[config.mk]
export PLATFORM = sky130hd
export DESIGN_NAME = irq_vector_dispatch
export DESIGN_NICKNAME = d
export VERILOG_FILES = /design/src/rtl/irq_vector_dispatch.sv
export SDC_FILE = /design/constraint.sdc
export NUM_CORES = 1
export LEC_CHECK = 0
export ABC_AREA = 0
export BUFFER_PORTS_ARGS = -buffer_cell sky130_fd_sc_hd__buf_4
export CORE_MARGIN = 1.5
export CORE_UTILIZATION = 25
export CTS_CLUSTER_DIAMETER = 120
export DETAILED_ROUTE_END_ITERATION = 12
export GPL_TIMING_DRIVEN = 0
export HOLD_SLACK_MARGIN = 0.15
export PLACE_DENSITY = 0.45
export SETUP_SLACK_MARGIN = 0.02
export SYNTH_ARGS = -nofsm -noshare
export SYNTH_HDL_FRONTEND = slang
export SYNTH_SLANG_ARGS = --single-unit
export TNS_END_PERCENT = 100
[constraint.sdc]
create_clock -name clk -period 2.1 [get_ports clk]
set_input_delay 0.42 -clock clk [delete_from_list [all_inputs] [get_ports clk]]
set_output_delay 0.42 -clock clk [all_outputs]
set_load 0.01 [all_outputs]
[src/rtl/irq_vector_dispatch.sv]
// Sequential back end for the 3x9 priority interrupt decoder: settle filter, vector latch, irq/ack/eoi handshake.
// Optional per-group ack statistics are built when IRQ_DISPATCH_STATS_EN is defined.
module irq_vector_dispatch #(
    parameter int SETTLE_CYC  = 2,
    parameter int TIMEOUT_CYC = 64,
    parameter int CNT_W       = 7
) (
    input  logic        clk,
    input  logic        rst,
    input  logic [2:0]  grp_req,
    input  logic [3:0]  chan_idx,
    output logic        irq,
    output logic [4:0]  irq_vec,
    input  logic        irq_ack,
    input  logic        irq_eoi,
    output logic [2:0]  in_service,
    output logic        busy,
    output logic        err_timeout,
    output logic        err_badidx,
    input  logic        err_clr
`ifdef IRQ_DISPATCH_STATS_EN
    ,
    output logic [15:0] stat_a,
    output logic [15:0] stat_b,
    output logic [15:0] stat_c
`endif
);

    // state   | meaning
    // IDLE    | no request pending
    // SETTLE  | request seen, waiting for SETTLE_CYC identical samples
    // PRESENT | irq high with latched vector, waiting for ack or timeout
    // SERVICE | ack taken, group in service until eoi
    typedef enum logic [1:0] {IDLE, SETTLE, PRESENT, SERVICE} state_t;

    localparam int TO_LAST_I = (TIMEOUT_CYC > 0) ? TIMEOUT_CYC - 1 : 0;
    localparam logic [CNT_W-1:0] SETTLE_LAST = CNT_W'(SETTLE_CYC - 1);
    localparam logic [CNT_W-1:0] TO_LAST     = CNT_W'(TO_LAST_I);

    state_t           state_q, state_d;
    logic [CNT_W-1:0] cnt_q, cnt_d;
    logic [2:0]       snap_grp_q, snap_grp_d;
    logic [3:0]       snap_chan_q, snap_chan_d;
    logic [1:0]       grp_q, grp_d;
    logic [4:0]       vec_q, vec_d;
    logic             err_to_q, err_to_d;
    logic             err_bad_q, err_bad_d;
    logic             set_to, set_bad, ack_take;
    logic [1:0]       snap_g;

    function automatic logic [1:0] sel_grp(input logic [2:0] req);
        if (req[0])      return 2'd0;
        else if (req[1]) return 2'd1;
        else             return 2'd2;
    endfunction

    // 9*g + chan as (g<<3) + g + chan
    function automatic logic [4:0] flat_vec(input logic [1:0] g, input logic [3:0] chan);
        return {g, 3'b000} + {3'b000, g} + {1'b0, chan};
    endfunction

    assign snap_g = sel_grp(snap_grp_q);

    always_comb begin
        state_d     = state_q;
        cnt_d       = cnt_q;
        snap_grp_d  = snap_grp_q;
        snap_chan_d = snap_chan_q;
        grp_d       = grp_q;
        vec_d       = vec_q;
        set_to      = 1'b0;
        set_bad     = 1'b0;
        ack_take    = 1'b0;
        case (state_q)
            IDLE: begin
                if (grp_req != 3'b000) begin
                    state_d     = SETTLE;
                    snap_grp_d  = grp_req;
                    snap_chan_d = chan_idx;
                    cnt_d       = '0;
                end
            end
            SETTLE: begin
                if (grp_req == 3'b000) begin
                    state_d = IDLE;
                end else if ({grp_req, chan_idx} != {snap_grp_q, snap_chan_q}) begin
                    snap_grp_d  = grp_req;
                    snap_chan_d = chan_idx;
                    cnt_d       = '0;
                end else if (cnt_q < SETTLE_LAST) begin
                    cnt_d = cnt_q + 1'b1;
                end else if (snap_chan_q <= 4'd8) begin
                    vec_d   = flat_vec(snap_g, snap_chan_q);
                    grp_d   = snap_g;
                    state_d = PRESENT;
                    cnt_d   = '0;
                end else begin
                    set_bad = 1'b1;
                    state_d = IDLE;
                end
            end
            PRESENT: begin
                if (irq_ack) begin
                    ack_take = 1'b1;
                    state_d  = SERVICE;
                    cnt_d    = '0;
                end else if (TIMEOUT_CYC != 0) begin
                    if (cnt_q == TO_LAST) begin
                        set_to  = 1'b1;
                        state_d = IDLE;
                        cnt_d   = '0;
                    end else begin
                        cnt_d = cnt_q + 1'b1;
                    end
                end
            end
            SERVICE: begin
                if (irq_eoi) state_d = IDLE;
            end
            default: state_d = IDLE;
        endcase
        // a set in the same cycle as err_clr keeps the flag high
        err_to_d  = set_to  | (err_to_q  & ~err_clr);
        err_bad_d = set_bad | (err_bad_q & ~err_clr);
    end

    always_ff @(posedge clk) begin
        if (rst) begin
            state_q     <= IDLE;
            cnt_q       <= '0;
            snap_grp_q  <= '0;
            snap_chan_q <= '0;
            grp_q       <= '0;
            vec_q       <= '0;
            err_to_q    <= 1'b0;
            err_bad_q   <= 1'b0;
        end else begin
            state_q     <= state_d;
            cnt_q       <= cnt_d;
            snap_grp_q  <= snap_grp_d;
            snap_chan_q <= snap_chan_d;
            grp_q       <= grp_d;
            vec_q       <= vec_d;
            err_to_q    <= err_to_d;
            err_bad_q   <= err_bad_d;
        end
    end

    assign irq         = (state_q == PRESENT);
    assign busy        = (state_q != IDLE);
    assign irq_vec     = vec_q;
    assign in_service  = (state_q == SERVICE) ? (3'b001 << grp_q) : 3'b000;
    assign err_timeout = err_to_q;
    assign err_badidx  = err_bad_q;

`ifdef IRQ_DISPATCH_STATS_EN
    always_ff @(posedge clk) begin
        if (rst) begin
            stat_a <= '0;
            stat_b <= '0;
            stat_c <= '0;
        end else if (ack_take) begin
            case (grp_q)
                2'd0:    if (stat_a != 16'hFFFF) stat_a <= stat_a + 16'd1;
                2'd1:    if (stat_b != 16'hFFFF) stat_b <= stat_b + 16'd1;
                default: if (stat_c != 16'hFFFF) stat_c <= stat_c + 16'd1;
            endcase
        end
    end
`endif

endmodule

# Word level (Yosys, flattened, before mapping)
# Cells that the tools add are included.
[classes]
n_addsub = 3
magnitude_cmp = 2
n_eq_ne = 13
n_shift = 1
n_mux = 36
n_bitwise = 8
reduce_logical = 10
[ops]
columns = ["op", "count"]
rows = [
  ["$mux 7", 7],
  ["$pmux 7 s3", 1],
  ["$mux 2", 10],
  ["$mux 3", 4],
  ["$mux 4", 3],
  ["$reduce_and 5->1", 2],
  ["$mux 1", 8],
  ["$ne 2x2->1 const B", 4],
  ["$pmux 2 s4", 1],
  ["$pmux 4 s2", 1],
  ["$reduce_and 4->1", 2],
  ["$add 7x1->7 const B", 1],
  ["$eq 7x6->1 const B", 1],
  ["$lt 7x1->1 const B", 1],
  ["$ne 7x7->1", 1],
  ["$ne 3x3->1 const B", 2],
  ["$pmux 3 s2", 1],
  ["$reduce_bool 3->1", 2],
  ["$add 5x2->5", 1],
  ["$add 5x4->5", 1],
  ["$eq 2x2->1 const B", 2],
  ["$le 4x4->1 const B", 1],
  ["$ne 4x4->1 const B", 1],
  ["$not 1->1", 4],
  ["other kinds (8)", 11],
]
[word_totals]
reg_bits = 25
out_inout_bits = 12
wordCells = 81

# Depth between registers and ports, before layout
# Gate-level depths: netlist of the first run.
[logic_depth]
word_depth = 7
depth_mapped = 9
depth_no_buf = 9

# Worst setup path after synthesis of the first run
# No wires, ideal clock.
[synth_timing]
path_type = "register to register"
startpoint = "register state_q[0]"
endpoint = "register cnt_q[0]"
arrival_time_ns = 1.718
t_required_ns = 2.016
slack_ns = 0.297
stages_incl_launch_ff = 8
n_path_buf = 0
period_less_slack_ns = 1.803
cell_sequence = "dfxtp_1 > inv_1 > ha_1 > or4b_1 > a22oi_1 > and4_4 > o211ai_1 > o31ai_2"
[synth_via]
elab_chain_cells = 3
[synth_rtl]
columns = ["item", "line_no", "rtl"]
rows = [
  ["start: declaration", "40", "state_t state_q, state_d;"],
  ["start signal: assignment", "138", "state_q <= state_d;"],
  ["$eq 2x1->1, or another cell as far along", "74", "case (state_q)"],
  ["$ne 4x4->1 (no line), or another cell as far along", "--", ""],
  ["$reduce_and 4->1 (no line)", "--", ""],
  ["end signal: assignment", "139", "cnt_q <= cnt_d;"],
  ["end: declaration", "41", "logic [CNT_W-1:0] cnt_q, cnt_d;"],
]
# Parallel ways exist; a longest one is shown, timed or not.
# A chain may end at the register's enable or synchronous reset.

# Worst setup path in the final report of the first run
[layout_timing]
startpoint = "register state_q[0]"
endpoint = "register cnt_q[2]"
# Same word-level chain as after synthesis.

==> summary.md, run 1 <==
| Metric | Value |
|---|---|
| Die span in x | `82.54 microns` |
| CTS tree | `yes` |
| Critical-path cell list | `inv_2 -> ha_4 -> or4b_4 -> a22oi_2 -> nand4_1 -> nand3_4 -> o221ai_2` |
| Ant. Diodes | `0` |
| Crit path kind | `reg2reg` |
| Gp weighted congestion | `0.8202` |
| Leak | `0.7990 nW` |
| XOR/XNOR share of the synthesized area | `0.05538` |
| Area Growth Syn to Fin | `22.86%` |
| Post-DP Area | `1848 sq um` |
| Slowest-stage cell, CP | `or4b_4` |
| RSZ-0062 raised after global routing | `false` |
| Final instance area | `1943 sq um` |
| Largest net degree at the start of global routing | `16` |
| Worst-path clk slew | `0.10 ns` |
| TritonCTS Buffers | `3` |
| Clock Skews | `0.004459 ns` |
| Multiplexer share of the synthesized area | `0.08228` |
| Peak VDD IR | `223.4 uV` |
| Post-Layout Cell Count | `284` |
| Die Ht | `82.54 microns` |
| Via count | `1,365` |
| Fin crit period | `1.941 ns` |
| Root Buffer | `clkbuf_8` |
| Critical path launch point type | `flip-flop` |
| Post-synthesis sequential area ratio | `0.3165` |
| Commonest cells after routing, fill and taps aside | `25 x dfxtp_1, 23 x nand2_1, 23 x buf_4` |
| Distinct cells, synth | `46` |
| Hpwl dp | `2.937 mm` |
| WL per Instance | `13.68 microns` |
| Final ANT Viol Nets | `0` |
| Crit share post-route | `0.9245` |
| Max-Cap Viols | `0` |
| Hold_buf cts | `0` |
| Vias in the first global route | `1,299` |
| FILL cells | `668` |
| Initial antenna violation count | `0` |
| Most common cell after layout, fill and taps aside | `dfxtp_1` |
| Final hold vios | `0` |
| Share of cells above drive strength 1 | `0.2344` |
| Post-synthesis cell area | `1582 sq um` |
| Gr usage total | `0.1228` |
| Rows | `28` |
| Core area | `6026 sq um` |
| I/O Pins | `24` |
| Slew Viols, Final | `0` |
| Clk_lat worst skew | `0.28 ns` |
| Status | `finished clean` |
| Initial core utilization | `0.2625` |
| Worst EP arrival | `2.11 ns` |
| FMAX | `0.5151 GHz` |
| Final setup fails | `0` |
| Die footprint | `6812 sq um` |
| Initial DRC Count | `57` |
| CP required | `2.27 ns` |
| First-pass GRT wire length | `6.341 mm` |
| Asr flop ratio synth | `0` |
| Hold WC Path Type | `in2reg` |
| Worst rel slew slack | `0.6157` |
| Via density | `4.806` |
| Grt ovf | `0` |
| Total power | `1.416 mW` |
| Synthesized area per cell | `8.690 sq um` |
| Synthesized Nets | `203` |
| H-Tree Depth | `1` |
| Post-Route Utilization | `0.3225` |
| Number of flops mapped to enable cells by yosys | `0` |
| Synth Instances | `182` |
| IO Port Bufs | `23` |
| Clock sink count | `25` |
| Worst Path Max Fanout | `6` |
| Bufs on Longest Clock Path | `2` |
| Pre-Repair DR Iteration Count | `4` |
| Setup TNS | `0 ns` |
| Adder-cell share of the synthesized area | `0.07595` |
| Critical path endpoint category | `flip-flop` |
| Yosys Warn Count | `0` |
| Dpl cells | `280` |
| Synth Area in Compound Gates | `0.1646` |
| Detailed Route WL | `3.885 mm` |
| Prevailing post-synth register cell | `dfxtp_1` |
| Largest family of logic cells by synthesized area | `simple AND/OR/NAND/NOR gates` |
| Pwr dens | `728.7 nW/um^2` |
| Seq cells post-synth | `25` |
| Fin nets | `231` |
| Simple-gate portion of the synthesized area | `0.2650` |
| DRC viols | `0` |
| Slew @ Worst Pin | `0.5746 ns` |
| Post-CTS setup buffer count | `0` |
| CP max stage delay | `0.47 ns` |
synth_stat cells, types with 2 or more instances:
cell type / instances / share of area
nand4_1: 5 / 0.020
nor3b_1: 2 / 0.0095
o21ai_1: 3 / 0.0095
o211ai_1: 4 / 0.019
nand2_1: 23 / 0.055
inv_1: 10 / 0.024
o31ai_1: 3 / 0.014
or3_1: 3 / 0.012
xnor2_1: 10 / 0.055
nand3_1: 6 / 0.019
nor2_1: 15 / 0.036
clkbuf_1: 4 / 0.0095
nor2b_1: 6 / 0.024
a31oi_1: 2 / 0.0079
a21oi_2: 2 / 0.011
mux2i_1: 13 / 0.082
o21ai_0: 4 / 0.013
or4b_1: 2 / 0.013
dfxtp_1: 25 / 0.32
a21oi_1: 4 / 0.013
ha_1: 8 / 0.063
nor3_1: 4 / 0.013
area by class of cell:
type,count,area (sq um),share of cell area
Multi-Input combinational cell,142,1064,0.5473
Sequential cell,25,500.5,0.2576
Timing Repair Buffer,23,172.7,0.08886
Tap cell,75,93.84,0.04829
Clock buffer,3,41.29,0.02125
Inverter,10,37.54,0.01932
Buffer,5,26.28,0.01352
Clock inverter,1,7.507,0.003863
cells by family after synthesis:
family / count (synthesis)
fa+ha+maj: 9
mux: 13
compound gates: 32
flops: 25
xor+xnor: 10
buf+inv: 15
simple gates: 78
metal layers:
| layer | track usage | up-vias | share of wire |
|---|---|---|---|
| met3 | 0.01648 | 5 | 0.029 |
| met1 | 0.1772 | 628 | 0.55 |
| met4 | 0.04500 | 0 | 0.016 |
| met5 | 0 | - | 0 |
| met2 | 0.1846 | 22 | 0.41 |
| li1 | - | 710 | - |
worst max-delay path, delay by kind of cell, from the launching register on:
kind	cells	cell delay, ns
AOI/OAI and AO/OA	2	0.32
DFF	1	0.36
buffers and inverters	1	0.10
and+or+nand+nor	3	0.87
adders and majority gates	1	0.17
what timing repair did:
action,CTS,global route
pin swaps,0,2
gates resized for setup,1,10
endpoints found under the setup margin,5,10
state kept, by name, summed over array words and instances, names as in the netlist:
register     cells
err_timeout      1
irq_vec          5
err_badidx       1
snap_chan_q      4
state_q          2
grp_q            2
snap_grp_q       3
cnt_q            7
power by group:
group / switching [mW] / internal [mW]
logic: 0.295 / 0.247
registers: 0.0452 / 0.513
clock network: 0.180 / 0.135
total: 0.521 / 0.895
through the flow:
| stage | hold WS [ns] | setup slack (ns) |
|---|---|---|
| 6_report | 0.3950 | 0.1586 |
| 5_1_grt | 0.3854 | 0.02976 |
| 4_1_cts | 0.3896 | 0.05422 |
| 3_5_place_dp | 0.4516 | 0.06198 |
| 3_3_place_gp | 0.4498 | 0.01489 |
| 2_1_floorplan | 0.4473 | 0.2975 |
worst paths after layout:
path | startpoint | cells after the start | slack (ns) | to
hold reg to reg | irq_vec[1] | 2 | 0.47 | irq_vec[1]
setup / recovery | state_q[0] | 7 | 0.16 | cnt_q[2]
hold / removal | chan_idx[0] | 3 | 0.39 | snap_chan_q[0]
setup reg to reg | state_q[0] | 7 | 0.16 | cnt_q[2]
Note: power is estimated with default switching activity, not from simulation.
==> run 2, diff against run 1 <==
PLACE_DENSITY = 0.47   (was 0.45)
SETUP_SLACK_MARGIN = unset   (was 0.02)
clock period = 1.7 ns   (was 2.1 ns; I/O delays follow)
==> run 2 against run 1 <==
Net effect:
- the run now ends with setup timing left
- cell count grew 6.3%
- final area grew 17%
- via count is 5.5% higher
- combinational power up 76%
- maximum frequency grew 6.0%
- register-to-register slack worse by 0.29 ns
- global-route usage is 0.24 points lower
- flip-flop and latch count is the same
- non-clock buffer count grew 18
==> summary.md, run 2 (synthesis results as in run 1) <==
| Metric | Value |
|---|---|
| Status | `complete, but fails checks` |
| Failing checks | `setup timing` |
| Reg2Reg Depth | `7` |
| Worst Path Max Fanout | `6` |
| Max FFs per register | `7` |
| Die Ht | `82.54 microns` |
| Hold EP | `snap_chan_q[1]` |
| First-pass GRT wire length | `6.175 mm` |
| Initial core utilization | `0.2625` |
| WL per Instance | `13.35 microns` |
| Final hold vios | `0` |
| Final setup fails | `13` |
| FMAX | `0.5461 GHz` |
| Crit path depth | `7` |
| Detailed Route WL | `4.032 mm` |
| RR Endpoint | `cnt_q[0]` |
| Crit path kind | `reg2reg` |
| DRC viols | `0` |
| Largest net degree at the start of global routing | `15` |
| Hold WC Path Type | `in2reg` |
| Fin nets | `249` |
| Slowest-stage cell, CP | `or4b_4` |
| Slew @ Worst Pin | `0.5284 ns` |
| CTS tree | `yes` |
| Hpwl dp | `2.869 mm` |
| Vias in the first global route | `1,297` |
| WP buf/inv | `1` |
| Die span in x | `82.54 microns` |
| Rows | `28` |
| Fin crit period | `1.831 ns` |
| Crit share post-route | `1.077` |
| Final WS setup | `-0.1312 ns` |
| Commonest cells after routing, fill and taps aside | `38 x buf_4, 23 x nand2_1, 17 x dfxtp_1` |
| Bufs on Longest Clock Path | `2` |
| Share of cells above drive strength 1 | `0.4185` |
| Critical path launch point type | `flip-flop` |
| Critical path endpoint category | `flip-flop` |
| CP max stage delay | `0.47 ns` |
| Area Growth Syn to Fin | `43.91%` |
| Post-Route Utilization | `0.3777` |
| Gp weighted congestion | `0.8109` |
| Reg2Reg Launch Point | `state_q[0]` |
| Initial antenna violation count | `0` |
| Worst-path clk slew | `0.10 ns` |
| Biggest register | `cnt_q` |
| WHS | `0.3121 ns` |
| Max-Cap Viols | `0` |
| TritonCTS Buffers | `3` |
| RSZ-0062 raised after global routing | `true` |
| Cell depth of the worst min-delay path | `3` |
| Core area | `6026 sq um` |
| Worst EP arrival | `2.02 ns` |
| Worst rel slew slack | `0.6477` |
| Leak | `0.9305 nW` |
| Gr usage total | `0.1205` |
| Clk_lat worst skew | `0.28 ns` |
| Initial DRC Count | `63` |
| Pre-Repair DR Iteration Count | `4` |
| Root Buffer | `clkbuf_8` |
| Critical hold path startpoint | `chan_idx[1]` |
| CP top delay family | `simple AND/OR/NAND/NOR gates` |
| Pwr dens | `893.3 nW/um^2` |
| Most common cell after layout, fill and taps aside | `buf_4` |
| Die footprint | `6812 sq um` |
| Via density | `4.768` |
| Clock Skews | `0.008492 ns` |
| H-Tree Depth | `1` |
| IO Port Bufs | `23` |
| Peak VDD IR | `410.5 uV` |
| Hold_buf cts | `0` |
| Via count | `1,440` |
| I/O Pins | `24` |
| Critical-path cell list | `inv_4 -> ha_4 -> or4b_4 -> a22oi_2 -> and4_4 -> o211ai_1 -> o31ai_2` |
| Slew Viols, Final | `0` |
| Ant. Diodes | `0` |
| Final ANT Viol Nets | `0` |
| Clock sink count | `25` |
| CP required | `1.89 ns` |
| Grt ovf | `0` |
| Internal reg-to-reg setup slack | `-0.13 ns` |
-- run 2: changes by cell type in the layout (fill, tap and decap cells not counted), moves of 3 or more --
| cell | before | now |
|---|---|---|
| dfxtp_4 | 0 | 3 |
| ha_1 | 6 | 2 |
| dfxtp_1 | 25 | 17 |
| nor2_1 | 15 | 11 |
| nor2_2 | 0 | 4 |
| dfxtp_2 | 0 | 5 |
| buf_4 | 23 | 38 |
| ha_4 | 1 | 4 |
-- run 2: worst reg2reg max path, cell delays in order (launching register included) --
cell	delay, ns
dfxtp_4	0.37
inv_4	0.06
ha_4	0.13
or4b_4	0.47
a22oi_2	0.19
and4_4	0.30
o211ai_1	0.12
o31ai_2	0.10
-- run 2: area by class of cell --
type	count	area, sq um
clock inverter	1	5.005
clock buffer	3	41.29
inverter	10	40.04
buffer	5	26.28
multi-input combinational	142	1215
tap	75	93.84
fill	629	3750
sequential	25	518.0
timing repair buffer	41	336.6
-- run 2: what timing repair did --
| action | CTS | global route |
|---|---|---|
| resized for setup | 27 | 18 |
| setup buffers | 11 | 7 |
| endpoints found under the setup margin | 23 | 21 |
| pin swaps | 12 | 14 |
-- run 2: metrics by stage --
step                      total power, mW  setup TNS [ns]  area (sq um)  instances  setup slack [ns]
final                               2.033          -1.128          2276        302           -0.1312
after global routing                2.171          -2.367          2276        302           -0.2169
after CTS                           1.902          -1.027          2120        295           -0.1335
after detailed placement            1.358          -2.854          1877        280           -0.2116
after global placement              1.359          -3.134          1877        280           -0.2237
after floorplan                     1.188               0          1610        182           0.01523
-- run 2: power by group --
part	leakage (nW)	switching, mW	internal, mW
clock	0.0255	0.208	0.165
sequential	0.207	0.0634	0.645
combinational	0.698	0.452	0.501
-- run 2: per-layer routing --
layer,share of wire,track usage,vias to the layer above
met5,0,0,-
met4,0.015,0.04500,0
met3,0.032,0.01868,5
met2,0.43,0.1667,24
met1,0.52,0.1835,663
li1,-,-,748
-- run 2: how the worst max path moves through the flow --
stage                  startpoint          to  slack (ns)
floorplan           snap_grp_q[1]  irq_vec[4]        0.02
global placement       state_q[1]  irq_vec[1]       -0.22
detailed placement  snap_grp_q[1]  irq_vec[4]       -0.21
CTS                    state_q[1]    cnt_q[2]       -0.13
global route           state_q[0]    cnt_q[0]       -0.22
finish                 state_q[0]    cnt_q[0]       -0.13
